<file path="config.mk">
export PLATFORM = sky130hd
export DESIGN_NAME = oversampling_phase_tracker
export DESIGN_NICKNAME = d
export VERILOG_FILES = /design/src/rtl/oversampling_pkg.sv /design/src/rtl/oversampling_majority_window.sv /design/src/rtl/oversampling_phase_tracker.sv
export SDC_FILE = /design/constraint.sdc
export NUM_CORES = 1
export LEC_CHECK = 0
export CORE_MARGIN = 4
export CORE_UTILIZATION = 51
export DETAILED_ROUTE_END_ITERATION = 10
export GPL_TIMING_DRIVEN = 0
export PLACE_DENSITY = 0.73
export SYNTH_ARGS = -nofsm -noshare
export SYNTH_HDL_FRONTEND = slang
export SYNTH_SLANG_ARGS = --single-unit
</file>
<file path="constraint.sdc">
create_clock -name clk -period 2.2 [get_ports clk]
set_clock_uncertainty 0.1 [all_clocks]
set_input_delay 0.22 -clock clk [delete_from_list [all_inputs] [get_ports clk]]
set_output_delay 0.22 -clock clk [all_outputs]
set_load 0.005 [all_outputs]
</file>
<file path="src/rtl/oversampling_pkg.sv">
// oversampling_pkg: shared FSM state type and offset-width helper for the
// oversampling phase tracker and its sub-blocks.
package oversampling_pkg;

    typedef enum logic [2:0] {
        ST_IDLE      = 3'd0,
        ST_WAIT_LOCK = 3'd1,
        ST_MEASURE   = 3'd2,
        ST_STEP      = 3'd3,
        ST_WAIT_DONE = 3'd4,
        ST_SETTLE    = 3'd5,
        ST_LOCKED    = 3'd6,
        ST_FAIL      = 3'd7
    } state_e;

    // Signed offset needs magnitude bits plus sign plus one headroom bit
    // so that one step past MAX_STEPS is still representable.
    function automatic int unsigned offset_w(input int unsigned max_steps);
        return $clog2(max_steps) + 2;
    endfunction

endpackage

</file>
<file path="src/rtl/oversampling_majority_window.sv">
// oversampling_majority_window: counts ones over WINDOW consecutive
// enabled cycles. Ports: clk, rst_n, clr (hold empty), sample,
// last (final sample of the window this cycle), ones (total incl. sample).
module oversampling_majority_window #(
    parameter int unsigned WINDOW = 64
) (
    input  logic                         clk,
    input  logic                         rst_n,
    input  logic                         clr,
    input  logic                         sample,
    output logic                         last,
    output logic [$clog2(WINDOW+1)-1:0]  ones
);

    localparam int unsigned IW = $clog2(WINDOW);
    localparam int unsigned WW = $clog2(WINDOW + 1);

    logic [IW-1:0] idx_q, idx_d;
    logic [WW-1:0] ones_q, ones_d;

    assign last = !clr && (idx_q == IW'(WINDOW - 1));
    assign ones = ones_q + WW'(sample);

    always_comb begin
        idx_d  = idx_q + 1'b1;
        ones_d = ones;
        if (clr || last) begin
            idx_d  = '0;
            ones_d = '0;
        end
    end

    always_ff @(posedge clk or negedge rst_n) begin
        if (!rst_n) begin
            idx_q  <= '0;
            ones_q <= '0;
        end else begin
            idx_q  <= idx_d;
            ones_q <= ones_d;
        end
    end

endmodule

</file>
<file path="src/rtl/oversampling_phase_tracker.sv">
// oversampling_phase_tracker: sweeps the PLL fine phase until the majority
// level of the phase-detector bit flips, then reports alignment.
// Ports: clk, rst_n, pll_lock, start, sample, phase_shift_done in;
// phase_shift_en/inc, busy, done, fail, phase_offset out.
// Macro OVERSAMPLING_PHASE_TRACKING_EN adds periodic re-measurement
// and one-step correction while locked.
module oversampling_phase_tracker
    import oversampling_pkg::*;
#(
    parameter int unsigned WINDOW         = 64,
    parameter int unsigned MAX_STEPS      = 448,
    parameter int unsigned SETTLE         = 16,
    parameter int unsigned TIMEOUT        = 255,
    parameter int unsigned TRACK_INTERVAL = 4096
) (
    input  logic                                 clk,
    input  logic                                 rst_n,
    input  logic                                 pll_lock,
    input  logic                                 start,
    input  logic                                 sample,
    output logic                                 phase_shift_en,
    output logic                                 phase_shift_inc,
    input  logic                                 phase_shift_done,
    output logic                                 busy,
    output logic                                 done,
    output logic                                 fail,
    output logic signed [offset_w(MAX_STEPS)-1:0] phase_offset
);

    localparam int unsigned OW = offset_w(MAX_STEPS);
    localparam int unsigned WW = $clog2(WINDOW + 1);
`ifdef OVERSAMPLING_PHASE_TRACKING_EN
    localparam int unsigned TRK_SPAN = TRACK_INTERVAL;
`else
    // Without tracking the shared counter never spans an interval.
    localparam int unsigned TRK_SPAN =
        (TRACK_INTERVAL < 1) ? TRACK_INTERVAL : 1;
`endif
    localparam int unsigned CMAX0 = (TIMEOUT > SETTLE) ? TIMEOUT : SETTLE;
    localparam int unsigned CMAX  = (CMAX0 > TRK_SPAN) ? CMAX0 : TRK_SPAN;
    localparam int unsigned CW    = $clog2(CMAX + 1);
    localparam logic signed [OW-1:0] OFS_MAX = OW'(MAX_STEPS);

    state_e                state_q, state_d;
    logic [CW-1:0]         cnt_q, cnt_d;
    logic signed [OW-1:0]  ofs_q, ofs_d;
    logic                  inc_q, inc_d;
    logic                  l0_q, l0_d;
    logic                  ref_q, ref_d;
    logic                  trk_q, trk_d;
    logic                  win_clr, win_last, level, lock_loss;
    logic [WW-1:0]         win_ones;
`ifdef OVERSAMPLING_PHASE_TRACKING_EN
    logic                  tgt_q, tgt_d;
    logic                  trk_inc;
    logic signed [OW-1:0]  ofs_nxt;
    logic [OW-1:0]         ofs_abs;
`endif

    assign win_clr = (state_q != ST_MEASURE);

    oversampling_majority_window #(
        .WINDOW (WINDOW)
    ) u_window (
        .clk    (clk),
        .rst_n  (rst_n),
        .clr    (win_clr),
        .sample (sample),
        .last   (win_last),
        .ones   (win_ones)
    );

    // Tie (exactly half ones) reads as 1.
    assign level     = (win_ones >= WW'(WINDOW / 2));
    assign lock_loss = !pll_lock && (state_q != ST_IDLE)
                       && (state_q != ST_FAIL);

`ifdef OVERSAMPLING_PHASE_TRACKING_EN
    // Still on the target side of the edge: back off; else push forward.
    assign trk_inc = (level != tgt_q);
    assign ofs_nxt = trk_inc ? ofs_q + OW'(1) : ofs_q - OW'(1);
    assign ofs_abs = ofs_nxt[OW-1] ? $unsigned(-ofs_nxt)
                                   : $unsigned(ofs_nxt);
`endif

    always_comb begin
        state_d = state_q;
        cnt_d   = cnt_q;
        ofs_d   = ofs_q;
        inc_d   = inc_q;
        l0_d    = l0_q;
        ref_d   = ref_q;
        trk_d   = trk_q;
`ifdef OVERSAMPLING_PHASE_TRACKING_EN
        tgt_d   = tgt_q;
`endif
        unique case (state_q)
            ST_IDLE, ST_FAIL, ST_LOCKED: begin
                if (start) begin
                    state_d = ST_WAIT_LOCK;
                    ofs_d   = '0;
                    ref_d   = 1'b0;
                    cnt_d   = '0;
                end
`ifdef OVERSAMPLING_PHASE_TRACKING_EN
                else if (state_q == ST_LOCKED) begin
                    if (cnt_q >= CW'(TRACK_INTERVAL - 1)) begin
                        state_d = ST_MEASURE;
                        trk_d   = 1'b1;
                        cnt_d   = '0;
                    end else begin
                        cnt_d = cnt_q + 1'b1;
                    end
                end
`endif
            end
            ST_WAIT_LOCK: begin
                if (pll_lock) state_d = ST_MEASURE;
            end
            ST_MEASURE: begin
                if (win_last) begin
`ifdef OVERSAMPLING_PHASE_TRACKING_EN
                    if (trk_q) begin
                        if (ofs_abs > OW'(MAX_STEPS)) begin
                            state_d = ST_FAIL;
                            trk_d   = 1'b0;
                        end else begin
                            state_d = ST_STEP;
                            inc_d   = trk_inc;
                            ofs_d   = ofs_nxt;
                        end
                    end else
`endif
                    begin
                        // First window of a sweep defines the reference.
                        if (!ref_q) begin
                            l0_d  = level;
                            ref_d = 1'b1;
                        end
                        if (ref_q && (level != l0_q)) begin
                            state_d = ST_LOCKED;
                            cnt_d   = '0;
`ifdef OVERSAMPLING_PHASE_TRACKING_EN
                            tgt_d   = level;
`endif
                        end else if (ofs_q == OFS_MAX) begin
                            state_d = ST_FAIL;
                        end else begin
                            state_d = ST_STEP;
                            inc_d   = 1'b1;
                            ofs_d   = ofs_q + OW'(1);
                        end
                    end
                end
            end
            ST_STEP: begin
                state_d = ST_WAIT_DONE;
                cnt_d   = CW'(1);
            end
            ST_WAIT_DONE: begin
                if (phase_shift_done) begin
                    state_d = ST_SETTLE;
                    cnt_d   = '0;
                end else if (cnt_q >= CW'(TIMEOUT - 1)) begin
                    state_d = ST_FAIL;
                    trk_d   = 1'b0;
                end else begin
                    cnt_d = cnt_q + 1'b1;
                end
            end
            ST_SETTLE: begin
                if (cnt_q >= CW'(SETTLE - 1)) begin
                    cnt_d   = '0;
                    state_d = trk_q ? ST_LOCKED : ST_MEASURE;
                    trk_d   = 1'b0;
                end else begin
                    cnt_d = cnt_q + 1'b1;
                end
            end
            default: state_d = ST_IDLE;
        endcase
        // A relock restarts the sweep from phase zero.
        if (lock_loss) begin
            state_d = ST_WAIT_LOCK;
            ofs_d   = '0;
            ref_d   = 1'b0;
            trk_d   = 1'b0;
            cnt_d   = '0;
        end
    end

    always_ff @(posedge clk or negedge rst_n) begin
        if (!rst_n) begin
            state_q <= ST_IDLE;
            cnt_q   <= '0;
            ofs_q   <= '0;
            inc_q   <= 1'b0;
            l0_q    <= 1'b0;
            ref_q   <= 1'b0;
            trk_q   <= 1'b0;
`ifdef OVERSAMPLING_PHASE_TRACKING_EN
            tgt_q   <= 1'b0;
`endif
        end else begin
            state_q <= state_d;
            cnt_q   <= cnt_d;
            ofs_q   <= ofs_d;
            inc_q   <= inc_d;
            l0_q    <= l0_d;
            ref_q   <= ref_d;
            trk_q   <= trk_d;
`ifdef OVERSAMPLING_PHASE_TRACKING_EN
            tgt_q   <= tgt_d;
`endif
        end
    end

    assign phase_shift_en  = (state_q == ST_STEP);
    assign phase_shift_inc = inc_q;
    assign busy            = !trk_q && (state_q inside {ST_WAIT_LOCK,
                             ST_MEASURE, ST_STEP, ST_WAIT_DONE, ST_SETTLE});
    assign done            = (state_q == ST_LOCKED) || trk_q;
    assign fail            = (state_q == ST_FAIL);
    assign phase_offset    = ofs_q;

endmodule

</file>
==> metrics.md <==
| Metric | Value |
|---|---|
| DP HPWL | `3420 um` |
| Netlist Area Pre-Place | `approximately 2300 um2` |
| Post-Syn Area per Cell | `9.48 um2` |
| Crit Path Class | `reg2reg` |
| Status | `complete, but fails checks` |
| Crit-path leading delay family | `simple AND/OR/NAND/NOR gates` |
| Diode count | `0` |
| CTS tree | `built` |
| Largest net degree at the start of global routing | `39` |
| VDD IR max | `around 0.00052 V` |
| Post-synth top flop | `dfrtp_1` |
| Lkg Pwr | `1.25 nW` |
| Layout area overhead | `35.2%` |
| Max Fanout on Critical Path | `4` |
| Setup ws final | `-0.144 ns` |
| Max cap viols | `0` |
| Power per cell area | `754 nW/um2` |
| Total core area | `between 4000 and 5000 um2` |
| Initial standard-cell utilization of the core | `54.4%` |
| Max Buffers Root-to-Sink | `2` |
| Slew headroom | `44.2%` |
| Layout cell share with drive strength beyond 1 | `30.9%` |
| Routability cong. | `0.876` |
| Critical R2R Capture | `cnt_q[1]$_DFFE_PN0P_` |
| Crit. End Element | `register` |
| Antenna-violating nets left | `0` |
| Initial antenna violation count | `0` |
| Max Fclk | `427 MHz` |
| Die Area | `5550 um2` |
| H-tree Lvls | `2` |
| Starting DRT DRC Count | `136` |
| Max incr delay on CP | `between 0.3 and 0.4 ns` |
| R2R Setup Slk | `-0.14 ns` |
| Leading cell types in the layout, fill and taps excluded | `dfrtp_1 (34), nor2_1 (21), buf_4 (21), clkdlybuf4s50_1 (19), nand3_1 (17)` |
| Worst Hold Class | `in2reg` |
| Global route overflow | `0` |
| Final WL | `5660 um` |
| Worst hold path depth | `4` |
| Failing checks | `negative setup slack` |
| Syn nets | `about 250` |
| Synth async-reset ratio | `between 90% and 100%` |
| Final core utilization | `about 74%` |
| Clock sinks | `38` |
| Design Power | `~2.3 mW` |
| Global-route wire length before repair | `~8400 um` |
| Post-synth EDFFs | `0` |
| Tmin final | `2.34 ns` |
| Most common cell after layout, fill and taps aside | `dfrtp_1` |
| Synth Instances | `238` |
| Critical Path AT | `2.42 ns` |
| Cells along the critical path | `ha_4 -> ha_4 -> nand2_2 -> or3_4 -> a41o_4 -> and2_4 -> a21oi_4 -> mux2_4` |
| CP max stage cell | `dfrtp_1` |
| Rows | `23` |
| Synthesis Warnings | `0` |
| Avg WL per Cell | `about 17 um` |
| Cts bufs inserted | `5` |
| Vias in the first global route | `1794` |
| PortBufs | `21` |
| Top cell type by total area after synthesis | `dfrtp_1` |
| DR vias | `2040` |
| Ports | `22` |
| Drt drc | `0` |
| Setup violations, final | `17` |
| Synth cell types | `59` |
| Horiz. Die Dim | `74.5 um` |
| R2R Path Start | `u_window.ones_q[0]$_DFF_PN0_` |
| Worst setup SP type | `register` |
| Hold_sp | `sample` |
| CP Buf/Inv Count | `0` |
| Hold Path End | `u_window.ones_q[0]$_DFF_PN0_` |
| Top-area cell type share of the netlist area | `42.2%` |
| Final hold violations | `0` |
| Fin nets | `around 300` |
| 1st-pass router iterations | `4` |
| RSZ-0062 raised after global routing | `true` |
| FF-to-FF path depth | `8` |
| Die Ht | `74.5 um` |
| Worst path most repeated cell | `ha_4` |
| Via density | `about 6.0` |
| Slew @ Worst Pin | `0.837 ns` |
| Clock latency at the later pin of the worst-skew pair | `approximately 0.3 ns` |
| Required @ worst endpoint | `2.28 ns` |
| Tot GR Track Use | `between 10% and 20%` |
| Sequential element share of the synthesized area | `42.2%` |
| Final period utilization | `107%` |
| Clock transition at path regs | `approximately 0.08 ns` |
| Synth area leaders | `dfrtp_1 (42%), nand3_1 (4.0%), ha_1 (3.9%)` |
| CTS Root Cell | `clkbuf_8` |
| Synthesized flop and latch total | `38` |
| Final Max Slew Viols | `0` |
-- state kept, by name, summed over array words and instances, names as in the netlist --
name             cells
phase_offset        11
cnt_q                8
u_window.ones_q      7
u_window.idx_q       6
state_q              3
l0_q                 1
phase_shift_inc      1
ref_q                1
-- tightest hold or removal path, stage by stage --
cell and delay [ns]:
dlygate4sd2_1 0.24, ha_4 0.13, inv_1 0.03, nor2_1 0.08
-- where the power goes --
| group | internal, mW | total (mW) | leakage (nW) | switching, mW |
|---|---|---|---|---|
| combinational | 0.427 | 0.993 | 0.692 | 0.566 |
| clock | 0.252 | 0.515 | 0.0472 | 0.263 |
| sequential | 0.746 | 0.791 | 0.514 | 0.0447 |
| total | 1.43 | 2.30 | 1.25 | 0.874 |
-- worst max-delay path by stage --
stage	startpoint	to	slack, ns	cells after the start
floorplan	u_window.idx_q[0]$_DFF_PN0_	cnt_q[1]$_DFFE_PN0P_	-0.07	7
global placement	sample	cnt_q[0]$_DFFE_PN0P_	-0.67	8
detailed placement	sample	cnt_q[0]$_DFFE_PN0P_	-0.74	8
CTS	u_window.idx_q[1]$_DFF_PN0_	cnt_q[0]$_DFFE_PN0P_	-0.15	7
global route	u_window.ones_q[0]$_DFF_PN0_	cnt_q[0]$_DFFE_PN0P_	-0.21	8
finish	u_window.ones_q[0]$_DFF_PN0_	cnt_q[1]$_DFFE_PN0P_	-0.14	8
-- what timing repair did --
| item | in CTS | in global routing |
|---|---|---|
| endpoints found under the hold margin | 38 | 0 |
| hold buffers | 1 | 0 |
| setup buffers | 10 | 13 |
| pin swaps | 6 | 11 |
| resized for setup | 11 | 48 |
| setup endpoints to repair | 25 | 24 |
-- cell type report --
type / instances / area [um2]
Buffer: 9 / 60.1
Clock buffer: 6 / 82.6
Clock inverter: 2 / 12.5
Fill cell: 292 / 1090
Inverter: 13 / 48.8
Multi-Input combinational cell: 178 / 1430
Sequential cell: 38 / 956
Tap cell: 50 / 62.6
Timing Repair Buffer: 45 / 398
-- stage by stage --
step           hold slack, ns  setup TNS, ns  setup WS, ns  std cells  instance area (um2)
2_1_floorplan          -0.176         -0.134       -0.0669        238                 2310
3_3_place_gp            0.355         -14.72        -0.673        309                 2580
3_5_place_dp            0.276         -11.04        -0.741        309                 2580
4_1_cts                 0.340          -1.26        -0.145        328                 2770
5_1_grt                 0.359          -3.11        -0.208        341                 3050
6_report                0.336          -1.16        -0.144        341                 3050
-- layer usage --
layer | global-route usage (%) | wire (um)
met5 | 0 | 0
met4 | 7.91 | 81
met3 | 5.27 | 306
met2 | 29.8 | 2770
met1 | 26.9 | 2500
-- Yosys cell counts, types with 4 or more instances --
library cell  number
nor2_1            21
nor3_1             7
a21oi_1           11
nand2b_1           4
o21ai_0            6
o211ai_1           4
o311ai_0           5
ha_1               7
o31ai_1            6
a31oi_1            4
inv_1             13
nand2_1           18
xnor2_1            4
nand4_1            4
and3_1             4
dfrtp_1           38
clkbuf_1           6
nand3_1           18
-- cell families (layout without fill, tap and decap cells) --
| family | count (synthesis) | after routing | share of synthesized area, % |
|---|---|---|---|
| buf+inv | 22 | 75 | 3.83 |
| compound gates | 60 | 60 | 20.9 |
| xor+xnor | 7 | 7 | 2.72 |
| simple gates | 100 | 100 | 24.2 |
| mux | 4 | 4 | 2.33 |
| fa+ha+maj | 7 | 7 | 3.88 |
| flops | 38 | 38 | 42.2 |
Power figures use the tool's default switching activity.
